**src/rtl/fifo_wr_arbiter_if.sv**
```systemverilog
// rtl/fifo_wr_arbiter_if.sv - requester/FIFO-side bundle for the FIFO write arbiter.
interface fifo_wr_arbiter_if #(
  parameter int WIDTH = 16,
  parameter int NREQ  = 4
);
  logic [NREQ-1:0]       req_i;
  logic [NREQ*WIDTH-1:0] wdata_i;
  logic [NREQ-1:0]       gnt_o;
  logic                  fifo_full_i;
  logic                  fifo_afull_i;
  logic                  fifo_wr_en_o;
  logic [WIDTH-1:0]      fifo_wdata_o;
  logic                  busy_o;

  modport master (
    input  req_i, wdata_i, fifo_full_i, fifo_afull_i,
    output gnt_o, fifo_wr_en_o, fifo_wdata_o, busy_o
  );

  modport slave (
    output req_i, wdata_i, fifo_full_i, fifo_afull_i,
    input  gnt_o, fifo_wr_en_o, fifo_wdata_o, busy_o
  );
endinterface

```
**src/rtl/fifo_wr_arbiter.sv**
```systemverilog
// rtl/fifo_wr_arbiter.sv - round-robin write arbiter feeding one FIFO, latency-1 write port.
// Define WR_ARB_BURST_EN to compile in burst grants of up to MAX_BURST words per requester.
module fifo_wr_arbiter #(
  parameter int WIDTH     = 16,
  parameter int NREQ      = 4,
  parameter int MAX_BURST = 4
) (
  input  logic                  clk_i,
  input  logic                  rst_n_i,
  fifo_wr_arbiter_if.master     bus
);
  localparam int IDXW = $clog2(NREQ);

  typedef enum logic {IDLE, BURST} state_t;

  state_t           state;
  logic [IDXW-1:0]  last_gnt;
  logic [IDXW:0]    rr;
  logic             window;
  logic             gnt_vld;
  logic [IDXW-1:0]  gnt_idx;
  logic [WIDTH-1:0] sel_word;

`ifdef WR_ARB_BURST_EN
  localparam int CNTW = $clog2(MAX_BURST + 1);
  logic [IDXW-1:0]  burst_idx;
  logic [CNTW-1:0]  burst_cnt;
  logic             burst_hold;
`endif

  // {found, index} of the first requester after 'last', wrapping modulo NREQ.
  function automatic logic [IDXW:0] rr_pick(input logic [NREQ-1:0] req,
                                            input logic [IDXW-1:0] last);
    logic [IDXW:0] res;
    int            c;
    res = '0;
    for (int i = NREQ; i >= 1; i--) begin
      c = int'(last) + i;
      if (c >= NREQ) c = c - NREQ;
      if (req[IDXW'(c)]) res = {1'b1, IDXW'(c)};
    end
    return res;
  endfunction

  // A write in flight into the last free entry closes the window for a cycle.
  assign window = !bus.fifo_full_i && !(bus.fifo_wr_en_o && bus.fifo_afull_i);
  assign rr     = rr_pick(bus.req_i, last_gnt);
  assign bus.busy_o = (state == BURST);

`ifdef WR_ARB_BURST_EN
  assign burst_hold = (state == BURST) && bus.req_i[burst_idx] &&
                      (burst_cnt < CNTW'(MAX_BURST));
`endif

  always_comb begin
    gnt_vld = 1'b0;
    gnt_idx = rr[IDXW-1:0];
    if (rst_n_i && window) begin
`ifdef WR_ARB_BURST_EN
      if (burst_hold) begin
        gnt_vld = 1'b1;
        gnt_idx = burst_idx;
      end else begin
        gnt_vld = rr[IDXW];
      end
`else
      gnt_vld = rr[IDXW];
`endif
    end
    bus.gnt_o = gnt_vld ? (NREQ'(1) << gnt_idx) : '0;
  end

  always_comb begin
    sel_word = '0;
    for (int k = 0; k < NREQ; k++) begin
      if (gnt_idx == IDXW'(k)) sel_word = bus.wdata_i[k*WIDTH +: WIDTH];
    end
  end

  always_ff @(posedge clk_i) begin
    if (!rst_n_i) begin
      bus.fifo_wr_en_o <= 1'b0;
      bus.fifo_wdata_o <= '0;
      last_gnt         <= IDXW'(NREQ - 1);
      state            <= IDLE;
`ifdef WR_ARB_BURST_EN
      burst_idx        <= '0;
      burst_cnt        <= '0;
`endif
    end else begin
      bus.fifo_wr_en_o <= gnt_vld;
      if (gnt_vld) begin
        bus.fifo_wdata_o <= sel_word;
        last_gnt         <= gnt_idx;
      end
`ifdef WR_ARB_BURST_EN
      // A grant outside the current burst starts a new one; closed-window cycles freeze everything.
      if (gnt_vld) begin
        if (burst_hold) begin
          burst_cnt <= burst_cnt + 1'b1;
        end else begin
          state     <= BURST;
          burst_idx <= gnt_idx;
          burst_cnt <= CNTW'(1);
        end
      end else if (window) begin
        state     <= IDLE;
        burst_cnt <= '0;
      end
`endif
    end
  end
endmodule

```
**src/flat_wrapper.sv**
```systemverilog
// flat-port wrapper written by rule: the top's interface ports become plain ports
module fifo_wr_arbiter_flat 
#(
  parameter int WIDTH     = 16,
  parameter int NREQ      = 4,
  parameter int MAX_BURST = 4
)
  (clk_i, rst_n_i, bus_req_i, bus_wdata_i, bus_fifo_full_i, bus_fifo_afull_i, bus_gnt_o, bus_fifo_wr_en_o, bus_fifo_wdata_o, bus_busy_o);
  fifo_wr_arbiter_if #(.WIDTH(WIDTH), .NREQ(NREQ)) bus_i ();
  input  logic clk_i;
  input  logic rst_n_i;
  input wire logic [$bits(bus_i.req_i)-1:0] bus_req_i;
  input wire logic [$bits(bus_i.wdata_i)-1:0] bus_wdata_i;
  input wire logic [$bits(bus_i.fifo_full_i)-1:0] bus_fifo_full_i;
  input wire logic [$bits(bus_i.fifo_afull_i)-1:0] bus_fifo_afull_i;
  output wire logic [$bits(bus_i.gnt_o)-1:0] bus_gnt_o;
  output wire logic [$bits(bus_i.fifo_wr_en_o)-1:0] bus_fifo_wr_en_o;
  output wire logic [$bits(bus_i.fifo_wdata_o)-1:0] bus_fifo_wdata_o;
  output wire logic [$bits(bus_i.busy_o)-1:0] bus_busy_o;
  assign bus_i.req_i = bus_req_i;
  assign bus_i.wdata_i = bus_wdata_i;
  assign bus_i.fifo_full_i = bus_fifo_full_i;
  assign bus_i.fifo_afull_i = bus_fifo_afull_i;
  assign bus_gnt_o = bus_i.gnt_o;
  assign bus_fifo_wr_en_o = bus_i.fifo_wr_en_o;
  assign bus_fifo_wdata_o = bus_i.fifo_wdata_o;
  assign bus_busy_o = bus_i.busy_o;
  fifo_wr_arbiter #(.WIDTH(WIDTH), .NREQ(NREQ), .MAX_BURST(MAX_BURST)) u_core (.clk_i(clk_i), .rst_n_i(rst_n_i), .bus(bus_i));
endmodule
```
**config.mk**
```make
export PLATFORM = sky130hd
export DESIGN_NAME = fifo_wr_arbiter_flat
export DESIGN_NICKNAME = d
export VERILOG_FILES = /design/src/rtl/fifo_wr_arbiter_if.sv /design/src/rtl/fifo_wr_arbiter.sv /design/src/flat_wrapper.sv
export SDC_FILE = /design/constraint.sdc
export NUM_CORES = 1
export LEC_CHECK = 0
export BUFFER_PORTS_ARGS = -buffer_cell sky130_fd_sc_hd__buf_4
export CAP_MARGIN = 40
export CORE_MARGIN = 2
export CORE_UTILIZATION = 45
export CTS_CLUSTER_DIAMETER = 40
export CTS_CLUSTER_SIZE = 12
export DETAILED_ROUTE_END_ITERATION = 10
export HOLD_SLACK_MARGIN = 0.15
export PLACE_DENSITY = 0.95
export SYNTH_ARGS = -nofsm -noshare
export SYNTH_HDL_FRONTEND = slang
export SYNTH_SLANG_ARGS = --single-unit
```
**constraint.sdc**
```tcl
create_clock -name clk_i -period 4.7 [get_ports clk_i]
set_input_delay 0.235 -clock clk_i [delete_from_list [all_inputs] [get_ports clk_i]]
set_output_delay 0.235 -clock clk_i [all_outputs]
set_load 0.01 [all_outputs]
```
-- Word level (Yosys, flattened, before mapping)
Cells that the tools add are included.
- input bits: 72
- output and inout port bits: 22
- bits in registers: 19
- word-level logic and storage cells: 55
- reduce and logical (&&, ||, !) cells: 6
- $lt $le $gt $ge: 8
- equality and inequality tests: 3
- shift-type cells: 1
- add/subtract/negate cells: 8
- multiplexer cells: 26
- operator list (operator ; number):
    16-bit two-way mux ; 4
    2-bit by 4-bit < comparator with 1-bit output, second input constant ; 4
    3-bit two-way mux ; 4
    3-bit greater-or-equal comparator, second input constant ; 3
    1-bit two-way mux ; 9
    1-bit binary-select mux with 2-bit select ; 4
    2-bit two-way mux ; 4
    2-bit by 1-bit subtractor with 2-bit output, second input constant ; 4
    2-bit by 2-bit adder with 3-bit output, second input constant ; 2
    2-bit by 3-bit adder with 4-bit output, second input constant ; 1
    2-bit == test, second input constant ; 2
    4-bit by 3-bit greater-or-equal comparator with 1-bit output, second input constant ; 1
    4-bit two-way mux ; 1
    1-bit by 2-bit left shift with 4-bit output, first input constant ; 1
    2-bit by 1-bit adder with 3-bit output, second input constant ; 1
    1-bit logical AND ; 3
    2-bit by 1-bit == test with 1-bit output, second input constant ; 1
    1-bit logical NOT ; 2
    2-bit logical NOT ; 1

-- Longest topological paths before layout
- depth after elaboration: 15
- gate-level depth with buffers: 7
- depth with buffers taken out: 5

-- Worst setup path before layout
No wires, ideal clock.
- path type: flip-flop to flip-flop
- from: register u_core.last_gnt[0]
- to: register u_core.bus.fifo_wdata_o[0]
- buffers on the path: 2
- slack: 3.011 ns
- stages on the path, launching flop included: 8
- data required time: 4.626 ns
- arrival time: 1.615 ns
- clock period less this slack: 1.689 ns
- library setup time: 0.074 ns
- path through: dfxtp_1 > and2b_1 > o21ai_1 > and3_1 > buf_6 > buf_6 > mux2_4 > a31oi_2
- longest elaborated chain between the ends: 15
- ends and longest elaborated chain (item ; line ; text):
    from (decl) ; fifo_wr_arbiter.sv:17 ; logic [IDXW-1:0] last_gnt;
    from (signal assigned) ; fifo_wr_arbiter.sv:84 ; last_gnt <= IDXW'(NREQ - 1);
    from (signal assigned) ; fifo_wr_arbiter.sv:94 ; last_gnt <= gnt_idx;
    2-bit by 3-bit adder with 4-bit output ; fifo_wr_arbiter.sv:38 ; c = int'(last) + i;
    4-bit by 3-bit greater-or-equal comparator with 1-bit output or 2-bit by 1-bit subtractor with 2-bit output (tied branches) ; fifo_wr_arbiter.sv:39 ; if (c >= NREQ) c = c - NREQ;
    2-bit two-way mux ; fifo_wr_arbiter.sv:39 ;
    1-bit binary-select mux with 2-bit select ; fifo_wr_arbiter.sv:40 ; if (req[IDXW'(c)]) res = {1'b1, IDXW'(c)};
    1-bit two-way mux (implied by the code) (2 in a row) ; fifo_wr_arbiter.sv:40 ;
    3-bit two-way mux (3 in a row) ; fifo_wr_arbiter.sv:40 ;
    3-bit two-way mux * ; fifo_wr_arbiter.sv:40 ;
    2-bit logical NOT ; fifo_wr_arbiter.sv:76 ; if (gnt_idx == IDXW'(k)) sel_word = bus.wdata_i[k*WIDTH +: WIDTH];
    16-bit two-way mux (4 in a row) ; fifo_wr_arbiter.sv:76 ;
    to (signal assigned) ; fifo_wr_arbiter.sv:93 ; bus.fifo_wdata_o <= sel_word;
    to (decl) ; fifo_wr_arbiter_if.sv:17 ; output gnt_o, fifo_wr_en_o, fifo_wdata_o, busy_o
Every way passes the cells marked *; elsewhere a longest branch is shown, timed or not. The select of a mux whose other input is x is not followed.
A chain may end at the register's enable or synchronous reset.

-- Worst setup path in the final report
- from: register u_core.last_gnt[1]
- to: output port bus_gnt_o[1]
- longest elaborated chain between the ends: 12
- ends and longest elaborated chain (item ; line ; text):
    2-bit by 3-bit adder with 4-bit output ; fifo_wr_arbiter.sv:38 ;
    4-bit by 3-bit greater-or-equal comparator with 1-bit output or 2-bit by 1-bit subtractor with 2-bit output (tied branches) ; fifo_wr_arbiter.sv:39 ;
    2-bit two-way mux ; fifo_wr_arbiter.sv:39 ;
    1-bit binary-select mux with 2-bit select ; fifo_wr_arbiter.sv:40 ;
    1-bit two-way mux (implied by the code) (2 in a row) ; fifo_wr_arbiter.sv:40 ;
    3-bit two-way mux (3 in a row) ; fifo_wr_arbiter.sv:40 ;
    3-bit two-way mux * ; fifo_wr_arbiter.sv:40 ;
    1-bit by 2-bit left shift with 4-bit output or 1-bit two-way mux (tied branches) ; fifo_wr_arbiter.sv:70, fifo_wr_arbiter.sv:58 ;
    4-bit two-way mux * ; fifo_wr_arbiter.sv:70 ; bus.gnt_o = gnt_vld ? (NREQ'(1) << gnt_idx) : '0;
    to (decl) ; flat_wrapper.sv:16 ; output wire logic [$bits(bus_i.gnt_o)-1:0] bus_gnt_o;
Marks and branches as above.

==> impl_metrics.tcl <==
set metrics [dict create \
    end_kind "primary output" \
    ys_seq_area_share_pct 27.2 \
    vias_per_cell 5.48 \
    drive_gt1_share_pct 48.8 \
    r2r_cells 5 \
    port_buffers 92 \
    whs_path_depth 3 \
    antenna_found_initial 0 \
    slew_headroom_pct 39.3 \
    avgSynthCellArea_sq_um 8.42 \
    setup_viol 0 \
    drt_wl_total_um 3960 \
    overflow 0 \
    worstPathArrival_ns 2.17 \
    place_congestion 0.868 \
    clock_latency_ns 0.30 \
    synth_fp_nets 238 \
    ys_types 35 \
    post-route-min-period_ns 2.41 \
    p_leak_nw 1.02 \
    layout_setup_ws_ns 2.29 \
    fin_skew_ns 0.0104 \
    path_max_fanout 34 \
    path_clk_slew_ns 0.12 \
    cts_setup_buffers 0 \
    final_core_util_pct 70.5 \
    start_kind "register" \
    area_growth_pct 51.6 \
    holdWs_ns 0.173 \
    grt_pass1_vias 1529 \
    drt_iter0_drc 94 \
    cp.required_ns 4.47 \
    setup-tns-final_ns 0 \
    ys_ff_latch 19 \
    rsz0062_at_grt "no" \
    fmax_mhz 416 \
    cts_resized 0 \
    antennaDiodeCount 0 \
    synth_warnings 0 \
    cts_hold_buffers 0 \
    worstMarginPinSlew_ns 0.911 \
    cts_buffers 3 \
    syn-instance-count 166 \
    path_cells "o21ai_1, o221ai_4, nand2_1, nor2_1, buf_4" \
    fin_nets 323 \
    finalHoldViolCount 0 \
    drt-wirelength-per-cell_um 14.0 \
    slowest_delay_ns 0.73 \
    path_delay_family "compound AO/OA/AOI/OAI gates" \
    drc 0 \
    grt_pass1_wl_um 6420 \
    slew_viol_final 0 \
    fillers 247 \
    cts.sinks 19 \
    grt_max_degree 42 \
    io_pins 94 \
    grt_use_total_pct 23.5 \
    die_x_um 59.7 \
    via_count 1550 \
    cap_violations 0 \
    syn-cell-area_sq_mm 0.00140 \
    dr.pass1.iters 4 \
    cellPowerDensity_mw_per_mm2 217 \
    cp_slowest_cell "o221ai_4" \
    worst_ir_drop_vdd_mv 0.0931 \
    initial_core_util_pct 46.5 \
    postRouteAntennaNets 0 \
    cp_num_cells 5 \
    cts-root-buf "clkbuf_4" \
    critical_path_class "register to primary output" \
    tritoncts "built" \
    core_area_sq_mm 0.00300 \
    rows 20 \
    fin_crit_sh_pct 51.2 \
    min_path_type "input pin to register" \
    cp_num_buf_inv 1 \
    die_h_um 59.7 \
    clockBufferDepth 2 \
    cts_max_level 1 \
    status "complete, no violations" \
    hpwl_um 3100 \
    dp_slack_ns 2.53 \
    dieArea_sq_mm 0.00357 \
]
[cells in the mapped netlist, drive strengths merged]
| library cell | number | area (sq um) |
|---|---|---|
| a2111oi | 1 | 15.0 |
| a211oi | 1 | 7.51 |
| a21o | 1 | 7.51 |
| a21oi | 1 | 5.00 |
| a22oi | 12 | 90.1 |
| a31oi | 12 | 125 |
| and2 | 2 | 12.5 |
| and2b | 1 | 7.51 |
| and3 | 2 | 12.5 |
| buf | 9 | 62.6 |
| clkbuf | 6 | 22.5 |
| conb | 1 | 3.75 |
| dfxtp | 19 | 380 |
| inv | 3 | 11.3 |
| mux2 | 16 | 210 |
| mux2i | 4 | 40.0 |
| nand2 | 35 | 131 |
| nand2b | 2 | 15.0 |
| nand4 | 5 | 31.3 |
| nor2 | 4 | 15.0 |
| nor2b | 2 | 12.5 |
| nor4 | 1 | 6.26 |
| o211a | 1 | 10.0 |
| o21ai | 19 | 95.1 |
| o221ai | 5 | 61.3 |
| or2 | 1 | 6.26 |
[where the power goes]
part           internal [mW]  leakage [nW]  total [mW]  switching, mW
clock                 0.0317        0.0177      0.0850         0.0533
combinational          0.108         0.842       0.192         0.0838
sequential             0.174         0.156       0.183        0.00827
total                  0.314          1.02       0.459          0.145
[per-stage QoR]
stage / power [mW] / instances / cell area (sq um)
after floorplan: 0.296 / 166 / 1400
after global placement: 0.368 / 277 / 2060
after detailed placement: 0.379 / 279 / 2090
after CTS: 0.462 / 283 / 2120
after global routing: 0.489 / 283 / 2120
final: 0.459 / 283 / 2120
[layout by cell type, fill, tap and decap left out, types with 5 or more instances in the layout]
cell type	n
dfxtp_1	19
nand4_1	5
a31oi_2	8
nand2_1	35
a22oi_1	12
buf_4	93
mux2_4	8
mux2_1	6
o21ai_0	16
[sequential cells by signal, indices dropped and copies added (netlist names)]
signal	flops
u_core.last_gnt	2
u_core.bus.fifo_wr_en_o	1
u_core.bus.fifo_wdata_o	16
[tightest hold or removal path, stage by stage]
cell and delay [ns]:
buf_4 0.07, nand4_1 0.06, o221ai_1 0.07
[worst paths after layout]
check	from	slack (ns)	end
hold reg to reg	u_core.bus.fifo_wdata_o[7]	0.54	u_core.bus.fifo_wdata_o[7]
hold / removal	bus_wdata_i[55]	0.17	u_core.bus.fifo_wdata_o[7]
setup / recovery	u_core.last_gnt[1]	2.29	bus_gnt_o[1]
setup reg to reg	u_core.last_gnt[1]	2.49	u_core.bus.fifo_wdata_o[15]
[kinds of logic after synthesis]
group | share of synthesized area, %
compound gates | 29.8
buf+inv | 6.89
flops | 27.2
mux | 17.9
other cells | 0.268
simple gates | 17.9
[routing by layer]
metal / global-route usage [%] / up-vias / routed length (um)
met1: 26.1 / 687 / 1460
met5: 0 / - / 0
li1: - / 777 / -
met4: 8.89 / 0 / 47
met3: 3.68 / 4 / 360
met2: 44.1 / 82 / 2090
[area by class of cell]
type	count	area [sq um]	share of cell area [%]
clock inverters	1	5.00	0.236
repair buffers	95	724	34.2
multi-input cells	129	933	44.1
inverters	3	11.3	0.532
flip-flops and latches	19	380	18.0
clock buffers	3	22.5	1.06
well taps	33	41.3	1.95
(Power assumes the default switching activity.)
